## src/rtl/serial_add_sequencer.sv

```systemverilog
// serial_add_sequencer
//   Buffers operand pairs in a small FIFO and runs them one at a time through
//   an external serial adder using a start/done handshake. Results are held in
//   a one-entry output slot with a valid/ready handshake. A watchdog discards a
//   job whose adder never completes and raises a sticky error.
//
// Ports
//   clock              rising-edge clock
//   reset_n            synchronous active-low reset
//   in_valid/in_ready  operand-pair handshake
//   in_a, in_b         operand pair
//   ain, bin           operands driven to the adder (held for the whole job)
//   start              adder start request
//   done               adder completion, held high while start is high
//   sum                adder result, valid while done is high
//   out_valid/out_ready result handshake
//   out_sum            captured result
//   busy               FIFO non-empty or FSM not idle
//   err                sticky watchdog error
//   jobs_done          count of captured results (wraps at 8 bits)
module serial_add_sequencer #(
  parameter int bit_width = 8,
  parameter int depth     = 4,
  parameter int wd_limit  = 2 * bit_width + 4
) (
  input  logic                 clock,
  input  logic                 reset_n,
  input  logic                 in_valid,
  output logic                 in_ready,
  input  logic [bit_width-1:0] in_a,
  input  logic [bit_width-1:0] in_b,
  output logic [bit_width-1:0] ain,
  output logic [bit_width-1:0] bin,
  output logic                 start,
  input  logic                 done,
  input  logic [bit_width-1:0] sum,
  output logic                 out_valid,
  input  logic                 out_ready,
  output logic [bit_width-1:0] out_sum,
  output logic                 busy,
  output logic                 err,
  output logic [7:0]           jobs_done
);

  localparam int aw  = (depth > 1) ? $clog2(depth) : 1;
  localparam int wdw = $clog2(wd_limit + 1);
  localparam logic [aw:0]    full_count = (aw + 1)'(depth);
  localparam logic [wdw-1:0] wd_last    = wdw'(wd_limit - 1);

  typedef enum logic [1:0] {IDLE, LAUNCH, WAIT_DONE, RELEASE} state_t;

  state_t               state;
  logic [bit_width-1:0] fifo_a [depth];
  logic [bit_width-1:0] fifo_b [depth];
  logic [aw-1:0]        wr_ptr;
  logic [aw-1:0]        rd_ptr;
  logic [aw:0]          count;
  logic [wdw-1:0]       wd_cnt;

  logic push;
  logic pop;
  logic slot_free;
  logic capture;

  assign in_ready  = (count < full_count);
  assign push      = in_valid && in_ready;
  // A new job only launches once the adder has dropped done from the last one.
  assign pop       = (state == IDLE) && (count != '0) && !done;
  assign slot_free = !out_valid || out_ready;
  assign capture   = (state == WAIT_DONE) && done && slot_free;
  assign busy      = (count != '0) || (state != IDLE);

  // Operand storage carries no control meaning, so it is not reset.
  always_ff @(posedge clock) begin
    if (push) begin
      fifo_a[wr_ptr] <= in_a;
      fifo_b[wr_ptr] <= in_b;
    end
  end

  // FIFO pointers and occupancy; depth is a power of two so pointers wrap freely.
  always_ff @(posedge clock) begin
    if (!reset_n) begin
      wr_ptr <= '0;
      rd_ptr <= '0;
      count  <= '0;
    end else begin
      if (push) wr_ptr <= wr_ptr + 1'b1;
      if (pop)  rd_ptr <= rd_ptr + 1'b1;
      case ({push, pop})
        2'b10:   count <= count + 1'b1;
        2'b01:   count <= count - 1'b1;
        default: count <= count;
      endcase
    end
  end

  // Job sequencer, result slot, watchdog and counters.
  always_ff @(posedge clock) begin
    if (!reset_n) begin
      state     <= IDLE;
      start     <= 1'b0;
      ain       <= '0;
      bin       <= '0;
      out_valid <= 1'b0;
      out_sum   <= '0;
      err       <= 1'b0;
      jobs_done <= 8'd0;
      wd_cnt    <= '0;
    end else begin
      // A capture in the same cycle as a consume refills the slot.
      if (capture) begin
        out_valid <= 1'b1;
        out_sum   <= sum;
        jobs_done <= jobs_done + 8'd1;
      end else if (out_valid && out_ready) begin
        out_valid <= 1'b0;
      end

      case (state)
        IDLE: begin
          if (pop) begin
            ain    <= fifo_a[rd_ptr];
            bin    <= fifo_b[rd_ptr];
            start  <= 1'b1;
            wd_cnt <= '0;
            state  <= LAUNCH;
          end
        end
        LAUNCH: begin
          state <= WAIT_DONE;
        end
        WAIT_DONE: begin
          if (done) begin
            // With the slot occupied, keep start high so the adder holds sum;
            // the watchdog is frozen meanwhile.
            if (slot_free) begin
              start <= 1'b0;
              state <= RELEASE;
            end
          end else if (wd_cnt == wd_last) begin
            err   <= 1'b1;
            start <= 1'b0;
            state <= RELEASE;
          end else begin
            wd_cnt <= wd_cnt + 1'b1;
          end
        end
        RELEASE: begin
          if (!done) state <= IDLE;
        end
        default: state <= IDLE;
      endcase
    end
  end

endmodule

```

## config.mk

```make
export PLATFORM = sky130hd
export DESIGN_NAME = serial_add_sequencer
export DESIGN_NICKNAME = d
export VERILOG_FILES = /design/src/rtl/serial_add_sequencer.sv
export SDC_FILE = /design/constraint.sdc
export NUM_CORES = 1
export LEC_CHECK = 0
export BUFFER_PORTS_ARGS = -buffer_cell sky130_fd_sc_hd__buf_2
export CAP_MARGIN = 20
export CELL_PAD_IN_SITES_DETAIL_PLACEMENT = 0
export CELL_PAD_IN_SITES_GLOBAL_PLACEMENT = 1
export CORE_MARGIN = 3
export CORE_UTILIZATION = 25
export CTS_BUF_LIST = sky130_fd_sc_hd__clkbuf_2
export CTS_CLUSTER_SIZE = 28
export DETAILED_ROUTE_END_ITERATION = 7
export HOLD_SLACK_MARGIN = 0.03
export PLACE_DENSITY_LB_ADDON = 0.1
export REMOVE_ABC_BUFFERS = 1
export SYNTH_ARGS = -nofsm -noshare
export SYNTH_HDL_FRONTEND = slang
export SYNTH_SLANG_ARGS = --single-unit
```

## constraint.sdc

```tcl
create_clock -name clock -period 5 [get_ports clock]
set_input_delay 1.25 -clock clock [delete_from_list [all_inputs] [get_ports clock]]
set_output_delay 1.25 -clock clock [all_outputs]
set_load 0.02 [all_outputs]
```

==> reports/qor.txt, run 1 <==
outcome: complete, no violations
EDFF count, synth: 64
final net count: 460
Remaining DRCs: 0
detail-routed via count per cell: 4.25
final WL: 9.84 mm
synth unique cells: 37
clock buffer depth: 2
TritonCTS Buffers: 17
Post-Syn Area: 4570 sq um
htree depth: 4
GP Congestion: 0.690
Filler cells: 1854
PD cells: 473 nW/um^2
Data arrival, critical path: 2.02 ns
Max Slew Vio Count: 0
HP Class: reg -> reg
clk sink count: 113
Final setup viols: 0
YS warnings: 0
Final Cycle Share: 65.4%
post-synth top area cell: edfxtp_1
number of global-route vias before repair: 2760
CTS tree: built
Setup CP Type: reg -> out
Reg-to-Reg End: count[2]
clock power share: 28.8%
CP Launch Type: flop
cts repair resizes: 0
Crit. End Element: output port
Worst-Skew Late Latency: 0.65 ns
sequential fraction of the synthesis area: 63.5%
commonest cells after routing, fill and taps aside: 72 x nand2_1, 65 x buf_2, 64 x edfxtp_1, 49 x dfxtp_1, 27 x a21boi_0
LEAKAGE: 1.98 nW
max incr delay on CP: 0.52 ns
ys async rst share: 0%
Slew HR: 36.5%
Slowest-stage cell, CP: or4b_4
Synth Register Bits: 113
largest net degree at the start of global routing: 57
First DRT Iteration DRCs: 103
Internal: 0.00176 W
Die Span Y: 141 um
final hold vios: 0
# IOs: 66
CP required: 3.75 ns
setup_tns: 0 ns
Sw Ratio: 31.0%
ANT cells: 0
first-pass GRT wire length: 15.7 mm
clock root cell: clkbuf_2
crit path max fanout: 5
Die ar.: 19900 sq um
routed vias: 2795
Hold Crit Depth: 2
RSZ-0062 raised after global routing: false
worst min-delay path startpoint: bin[0]
ratio of cells with drive above 1 in the final layout: 27.0%
DR WL/cell: 15.0 um
hold-fix buffers at CTS: 0
Final Hold Slack: 0.476 ns
cells after synthesis: 350
Least-Margin Pin Slew: 0.952 ns
GRT Util Overall: 10.4%
port bufs: 65
R2R setup slack: 2.08 ns
Die X: 141 um
sequential power share: 46.2%
FMAX: 0.306 GHz
share of the synthesized area in the top cell type: 42.1%
Syn Area/Cell: 13.1 sq um
commonest non-fill, non-tap cell in the layout: nand2_1
Post-CTS Setup Bufs: 0
Worst Hold End: bin[0]
clock period minus worst slack: 3.27 ns
Clk pin slew, worst setup/hold paths: 0.16 ns
placement row count: 48
Sw Pwr: 0.000792 W
initial antenna violation count: 0
maximum vdd drop: 174 uV
reg2reg path depth: 10
worst flop-to-flop path startpoint: state[0]
Comb pwr share: 25.0%
crit path cell chain: inv_1 -> ha_1 -> or4b_4 -> buf_2
top post-synthesis cells by area: edfxtp_1 42%, dfxtp_1 21%, mux4_2 7.9%
MaxCap Viol Count: 0
P&R area growth vs syn: 18.2%
HPWL after detailed placement: 6.25 mm
GR Overflow Total: 0
Synth Flop Type: edfxtp_1
FF/Latch Area: 2900 sq um
Final Skew: 0.0203 ns
area occupied by multi-input gates: 1540 sq um
antenna-violating nets left: 0
Starting Density: 26.0%
Pre-Repair DR Iteration Count: 4
area of the core: 17600 sq um
[stage by stage]
stage                     area, sq um  setup WS (ns)  util, %  total power (W)  instances
after floorplan                  4490           1.85        -          0.00164        335
after global placement           5110           1.22     29.0          0.00186        626
after detailed placement         5110           1.17     29.0          0.00186        626
after CTS                        5400           1.63     30.7          0.00261        658
after global routing             5400           1.51     30.7          0.00272        658
final                            5400           1.73     30.7          0.00255        658
[state kept, by name, summed over array words and instances, names as in the netlist]
register,flops
ain,8
fifo_b,32
rd_ptr,2
start,1
jobs_done,8
state,2
fifo_a,32
out_sum,8
out_valid,1
wr_ptr,2
err,1
bin,8
count,3
wd_cnt,5
[how the worst max path moves through the flow]
stage          startpoint        to  slack (ns)  cells after the start
2_1_floorplan        done  count[2]        1.85                      9
4_1_cts          state[0]      busy        1.63                      4
6_report         state[0]      busy        1.73                      4
3_5_place_dp         done  count[2]        1.17                     10
5_1_grt          state[0]      busy        1.51                      4
3_3_place_gp         done  count[2]        1.22                     10
[cells by family (layout without fill, tap and decap cells)]
kind of cell    count (synthesis)  count (layout)  synth area share (%)
xor+xnor                        9               9                  1.73
mux                            21              21                  8.98
simple gates                  123             123                  12.7
flops                         113             113                  63.5
buf+inv                        29             112                  2.82
fa+ha+maj                      11              11                  3.18
compound gates                 44              44                  7.04
[power by group through the flow]
stage / Combinational (W) / Clock (W) / Sequential, W
after floorplan: 0.000371 / 0 / 0.00127
after global placement: 0.000660 / 0 / 0.00120
after detailed placement: 0.000658 / 0 / 0.00121
after CTS: 0.000662 / 0.000766 / 0.00118
after global routing: 0.000717 / 0.000810 / 0.00120
final: 0.000638 / 0.000734 / 0.00118
[critical path: cells and delay by family (launching register included)]
kind	cells	cell delay, ns
and+or+nand+nor	1	0.52
DFF	1	0.36
buffers and inverters	2	0.26
adders and majority gates	1	0.26
[area by class of cell]
type                            instances  share of cell area [%]
Sequential cell                       113                    53.8
Multi-Input combinational cell        208                    28.5
Timing Repair Buffer                   66                    6.17
Tap cell                              225                    5.22
Clock inverter                         11                    3.45
Clock buffer                           21                    1.95
Inverter                               14                   0.974
[per-layer routing]
layer	part of all wire (%)	track usage (%)	up-vias
met2	45	15.7	65
met1	48	13.7	1332
met3	5.9	3.80	7
met5	0	0	-
met4	1.3	3.98	0
li1	-	-	1391
[synth_stat cells (5+ instances only)]
library cell and count:
nor2b_1 5, xor2_1 5, edfxtp_1 64, dfxtp_1 49, mux4_2 16, nand2b_1 6
ha_1 10, clkbuf_1 7, mux2i_1 5, nand2_1 72, a21boi_0 27, nor2_1 6
nand3_1 6, inv_1 13, and2_1 13
Note: power is estimated with default switching activity, not from simulation.
==> inputs of run 2 (changes only) <==
- clock period: 5 -> 2.9 ns (I/O delays scaled with it)
==> reports/qor.txt, run 2 (synthesis results as in run 1) <==
Remaining DRCs: 0
Data arrival, critical path: 1.96 ns
LEAKAGE: 2.02 nW
CP Launch Type: flop
FMAX: 0.373 GHz
largest net degree at the start of global routing: 57
biggest regs: fifo_a (32), fifo_b (32)
HP Class: in -> reg
final hold vios: 0
GRT Util Overall: 11.0%
Starting Density: 26.0%
final net count: 469
GR Overflow Total: 0
initial antenna violation count: 2
setup_tns: 0 ns
first-pass GRT wire length: 16.5 mm
Die X: 141 um
antenna-violating nets left: 0
ratio of cells with drive above 1 in the final layout: 28.5%
crit path max fanout: 5
final WL: 10.4 mm
Finished Cell Area: 5480 sq um
First DRT Iteration DRCs: 117
CP required: 2.17 ns
Max Slew Vio Count: 0
routed vias: 2881
P&R area growth vs syn: 19.9%
Die ar.: 19900 sq um
Crit. End Element: output port
CTS tree: built
area of the core: 17600 sq um
RSZ-0062 raised after global routing: false
Setup CP Type: reg -> out
GP Congestion: 0.695
Design Power: 0.00445 W
DR WL/cell: 15.6 um
MaxCap Viol Count: 0
Final Cycle Share: 92.4%
outcome: complete, no violations
DP Area: 5170 sq um
HPWL after detailed placement: 6.47 mm
Least-Margin Pin Slew: 0.697 ns
Pre-Repair DR Iteration Count: 5
commonest non-fill, non-tap cell in the layout: nand2_1
number of global-route vias before repair: 2988
TritonCTS Buffers: 17
maximum vdd drop: 305 uV
clock root cell: clkbuf_2
hold-fix buffers at CTS: 0
# IOs: 66
port bufs: 65
clock period minus worst slack: 2.68 ns
Final Skew: 0.0232 ns
Clk pin slew, worst setup/hold paths: 0.17 ns
PD cells: 812 nW/um^2
clock buffer depth: 2
Slew HR: 53.4%
detail-routed via count per cell: 4.31
commonest cells after routing, fill and taps aside: 72 x nand2_1, 65 x buf_2, 64 x edfxtp_1, 49 x dfxtp_1, 27 x a21boi_0
Worst-Skew Late Latency: 0.65 ns
clk sink count: 113
Final setup viols: 0
placement row count: 48
Die Span Y: 141 um
htree depth: 4
==> run 2: changes by cell type in the layout (fill, tap and decap cells not counted), sizes merged <==
cell      before  now
clkinvlp       2    3
clkbuf        21   20
buf           66   75
diode          0    1
==> run 2: report_power, final <==
part	leakage [nW]	internal (W)	total (W)	switching (W)
Clock	0.163	0.000652	0.00126	0.000608
Combinational	0.875	0.000495	0.00116	0.000666
Sequential	0.985	0.00192	0.00203	0.000115
==> run 2: path summary, 6_finish.rpt <==
| check | from | to | slack, ns | depth (start not counted) |
|---|---|---|---|---|
| worst min-delay path | in_b[7] | fifo_b[1][7] | 0.28 | 1 |
| worst min register to register | bin[6] | bin[6] | 0.47 | 2 |
| worst max register to register | state[0] | out_sum[4] | 0.78 | 6 |
| worst max-delay path | state[0] | busy | 0.22 | 4 |
==> run 2: layout make-up <==
type | instances | area (sq um)
clock buffers | 20 | 100
flip-flops and latches | 113 | 2900
multi-input cells | 208 | 1550
repair buffers | 75 | 400
well taps | 225 | 282
fillers | 1786 | 12100
clock inverters | 12 | 189
inverters | 14 | 52.6
diodes | 1 | 2.50
==> run 2: worst max-delay path, cell delays in order (launching register included) <==
cell     delay (ns)
dfxtp_1        0.36
inv_1          0.12
ha_4           0.17
or4b_4         0.49
buf_2          0.18
==> run 2: what timing repair did <==
| item | CTS | global route |
|---|---|---|
| endpoints found under the hold margin | 0 | 0 |
| resized for setup | 0 | 2 |
| setup endpoints to repair | 0 | 1 |
| setup buffers | 0 | 0 |
==> run 2: routing by layer <==
metal	GRT usage, %	wire length [um]	vias up	share of wire [%]
li1	-	-	1408	-
met1	14.0	4840	1398	47
met2	17.1	4840	63	47
met3	4.61	586	10	5.6
met4	3.67	111	2	1.1
met5	0	13	-	0.13
==> run 2: through the flow <==
stage | hold WS, ns | util [%] | std cells | setup slack (ns)
finish | 0.285 | 31.1 | 668 | 0.219
global route | 0.133 | 31.1 | 668 | 0.0189
CTS | 0.190 | 31.0 | 667 | 0.0305
detailed placement | 0.456 | 29.4 | 635 | 0.434
global placement | 0.448 | 29.4 | 635 | 0.462
floorplan | 0.464 | - | 335 | 0.271
==> inputs of run 3 (changes only) <==
- ABC_AREA: not set -> 1
- CAP_MARGIN: 20 -> not set
- MAX_ROUTING_LAYER: not set -> met4
==> reports/qor.txt, run 3 <==
outcome: complete, no violations
Post-CTS Setup Bufs: 0
DR WL/cell: 14.1 um
cells after synthesis: 460
HPWL after detailed placement: 6.83 mm
largest net degree at the start of global routing: 35
placed cells: 738
Filler cells: 1881
RSZ-0062 raised after global routing: false
final WL: 10.8 mm
hold-fix buffers at CTS: 0
# IOs: 66
R2R setup slack: 0.81 ns
Reg-to-Reg End: count[2]
Sw Ratio: 37.4%
Worst Hold End: fifo_b[1][6]
number of global-route vias before repair: 3158
Die ar.: 19900 sq um
Internal: 0.00290 W
YS warnings: 0
Least-Margin Pin Slew: 0.543 ns
first-pass GRT wire length: 17.1 mm
clock buffer depth: 2
LEAKAGE: 2.16 nW
Die Span Y: 141 um
Pre-Repair DR Iteration Count: 5
Remaining DRCs: 0
Data arrival, critical path: 1.62 ns
Slowest-stage cell, CP: dfxtp_1
commonest non-fill, non-tap cell in the layout: nor2_1
First DRT Iteration DRCs: 182
PD cells: 857 nW/um^2
clock period minus worst slack: 2.35 ns
GRT Util Overall: 11.6%
MaxCap Viol Count: 0
final hold vios: 0
Syn Area/Cell: 9.94 sq um
Crit. End Element: output port
Setup CP Type: reg -> out
Final Hold Slack: 0.263 ns
Sw Pwr: 0.00173 W
ys async rst share: 0%
routed vias: 3291
HP Class: in -> reg
port bufs: 65
EDFF count, synth: 64
P&R area growth vs syn: 18.2%
clock root cell: clkbuf_2
Die X: 141 um
cts repair resizes: 0
Final setup viols: 0
crit path cell chain: inv_1 -> ha_1 -> nand3_1 -> buf_2
maximum vdd drop: 350 uV
Final Skew: 0.0503 ns
share of the synthesized area in the top cell type: 42.0%
GR Overflow Total: 0
max incr delay on CP: 0.39 ns
clock power share: 24.9%
Worst-Skew Late Latency: 0.67 ns
placement row count: 48
synth unique cells: 30
setup_tns: 0 ns
Post-Syn Area: 4570 sq um
CP Launch Type: flop
Final Cycle Share: 80.9%
initial antenna violation count: 0
sequential fraction of the synthesis area: 63.5%
Design Power: 0.00463 W
Starting Density: 26.0%
Hold Crit Depth: 1
top post-synthesis cells by area: edfxtp_1 42%, dfxtp_1 21%, nor2_1 9.0%
Synth Flop Type: edfxtp_1
post-synth top area cell: edfxtp_1
Comb pwr share: 29.1%
final net count: 572
worst min-delay path startpoint: in_b[6]
CTS tree: built
reg2reg path depth: 13
Clk pin slew, worst setup/hold paths: 0.22 ns
ratio of cells with drive above 1 in the final layout: 21.7%
crit path max fanout: 4
ANT cells: 0
antenna-violating nets left: 0
Max Slew Vio Count: 0
most common cell in the netlist: nor2_1
clk sink count: 113
detail-routed via count per cell: 4.27
CP required: 2.17 ns
sequential power share: 46.1%
biggest regs: fifo_a (32), fifo_b (32)
commonest cells after routing, fill and taps aside: 110 x nor2_1, 65 x buf_2, 64 x edfxtp_1, 57 x o21ai_0, 49 x dfxtp_1
Post-synth top cells: 110 x nor2_1, 64 x edfxtp_1, 57 x o21ai_0, 49 x dfxtp_1, 34 x inv_1
worst flop-to-flop path startpoint: state[0]
Synth Register Bits: 113
Slew HR: 63.7%
FMAX: 0.426 GHz
area of the core: 17600 sq um
TritonCTS Buffers: 17
htree depth: 4
GP Congestion: 0.713
Layout Cells excl Fill: 770
-- run 3: cell types whose count changed after synthesis, sizes merged, moves of 14 or more --
| cell | previous run | this run |
|---|---|---|
| nor2 | 6 | 112 |
| o21ai | 3 | 71 |
| nand2 | 72 | 34 |
| a21boi | 27 | 0 |
| inv | 14 | 40 |
| mux4 | 16 | 0 |
| a31oi | 1 | 16 |
| a21oi | 4 | 18 |
-- run 3: layer usage --
layer	wire length, um	vias up	GRT usage [%]
met5	0	-	-
li1	-	1712	-
met4	91	0	3.06
met2	5280	64	19.1
met3	493	7	4.07
met1	4980	1508	13.6
-- run 3: cell families after synthesis --
family	after synthesis	synth area share (%)
and+or+nand+nor	167	15.0
DFF	113	63.5
AOI/OAI and AO/OA	108	12.5
buffers and inverters	61	5.80
adders and majority gates	11	3.17
-- run 3: final cells by class --
cell class,count,area [sq um],share of cell area [%]
sequential,113,2900,53.7
multi-input combinational,286,1400,26.0
timing repair buffer,74,393,7.27
tap,225,282,5.21
clock inverter,15,184,3.40
inverter,40,153,2.83
clock buffer,17,85.1,1.57
-- run 3: worst max-delay path by stage --
stage / slack [ns] / cells past startpoint / startpoint / to
finish: 0.55 / 4 / state[0] / busy
global route: 0.33 / 4 / state[0] / busy
CTS: 0.42 / 4 / state[1] / busy
detailed placement: 0.58 / 11 / done / count[2]
global placement: 0.59 / 11 / done / count[2]
floorplan: 0.64 / 10 / done / count[2]
-- run 3: power groups by stage --
| stage | clock (W) | sequential [W] | combinational, W |
|---|---|---|---|
| floorplan | 0 | 0.00234 | 0.000713 |
| global placement | 0 | 0.00217 | 0.00137 |
| detailed placement | 0 | 0.00218 | 0.00139 |
| CTS | 0.00121 | 0.00214 | 0.00139 |
| global route | 0.00128 | 0.00217 | 0.00154 |
| finish | 0.00115 | 0.00213 | 0.00135 |
-- run 3: critical path, delay by kind of cell, from the launching register on --
family | cells | cell delay, ns
AND/OR/NAND/NOR | 1 | 0.10
flip-flops | 1 | 0.39
buffers and inverters | 2 | 0.23
adder cells (fa/ha/maj) | 1 | 0.26
-- run 3: through the flow --
step | utilization [%] | setup WS (ns) | cell area, sq um
2_1_floorplan | - | 0.643 | 4460
3_3_place_gp | 29.2 | 0.592 | 5130
3_5_place_dp | 29.2 | 0.576 | 5130
4_1_cts | 30.7 | 0.424 | 5400
5_1_grt | 30.7 | 0.334 | 5400
6_report | 30.7 | 0.553 | 5400
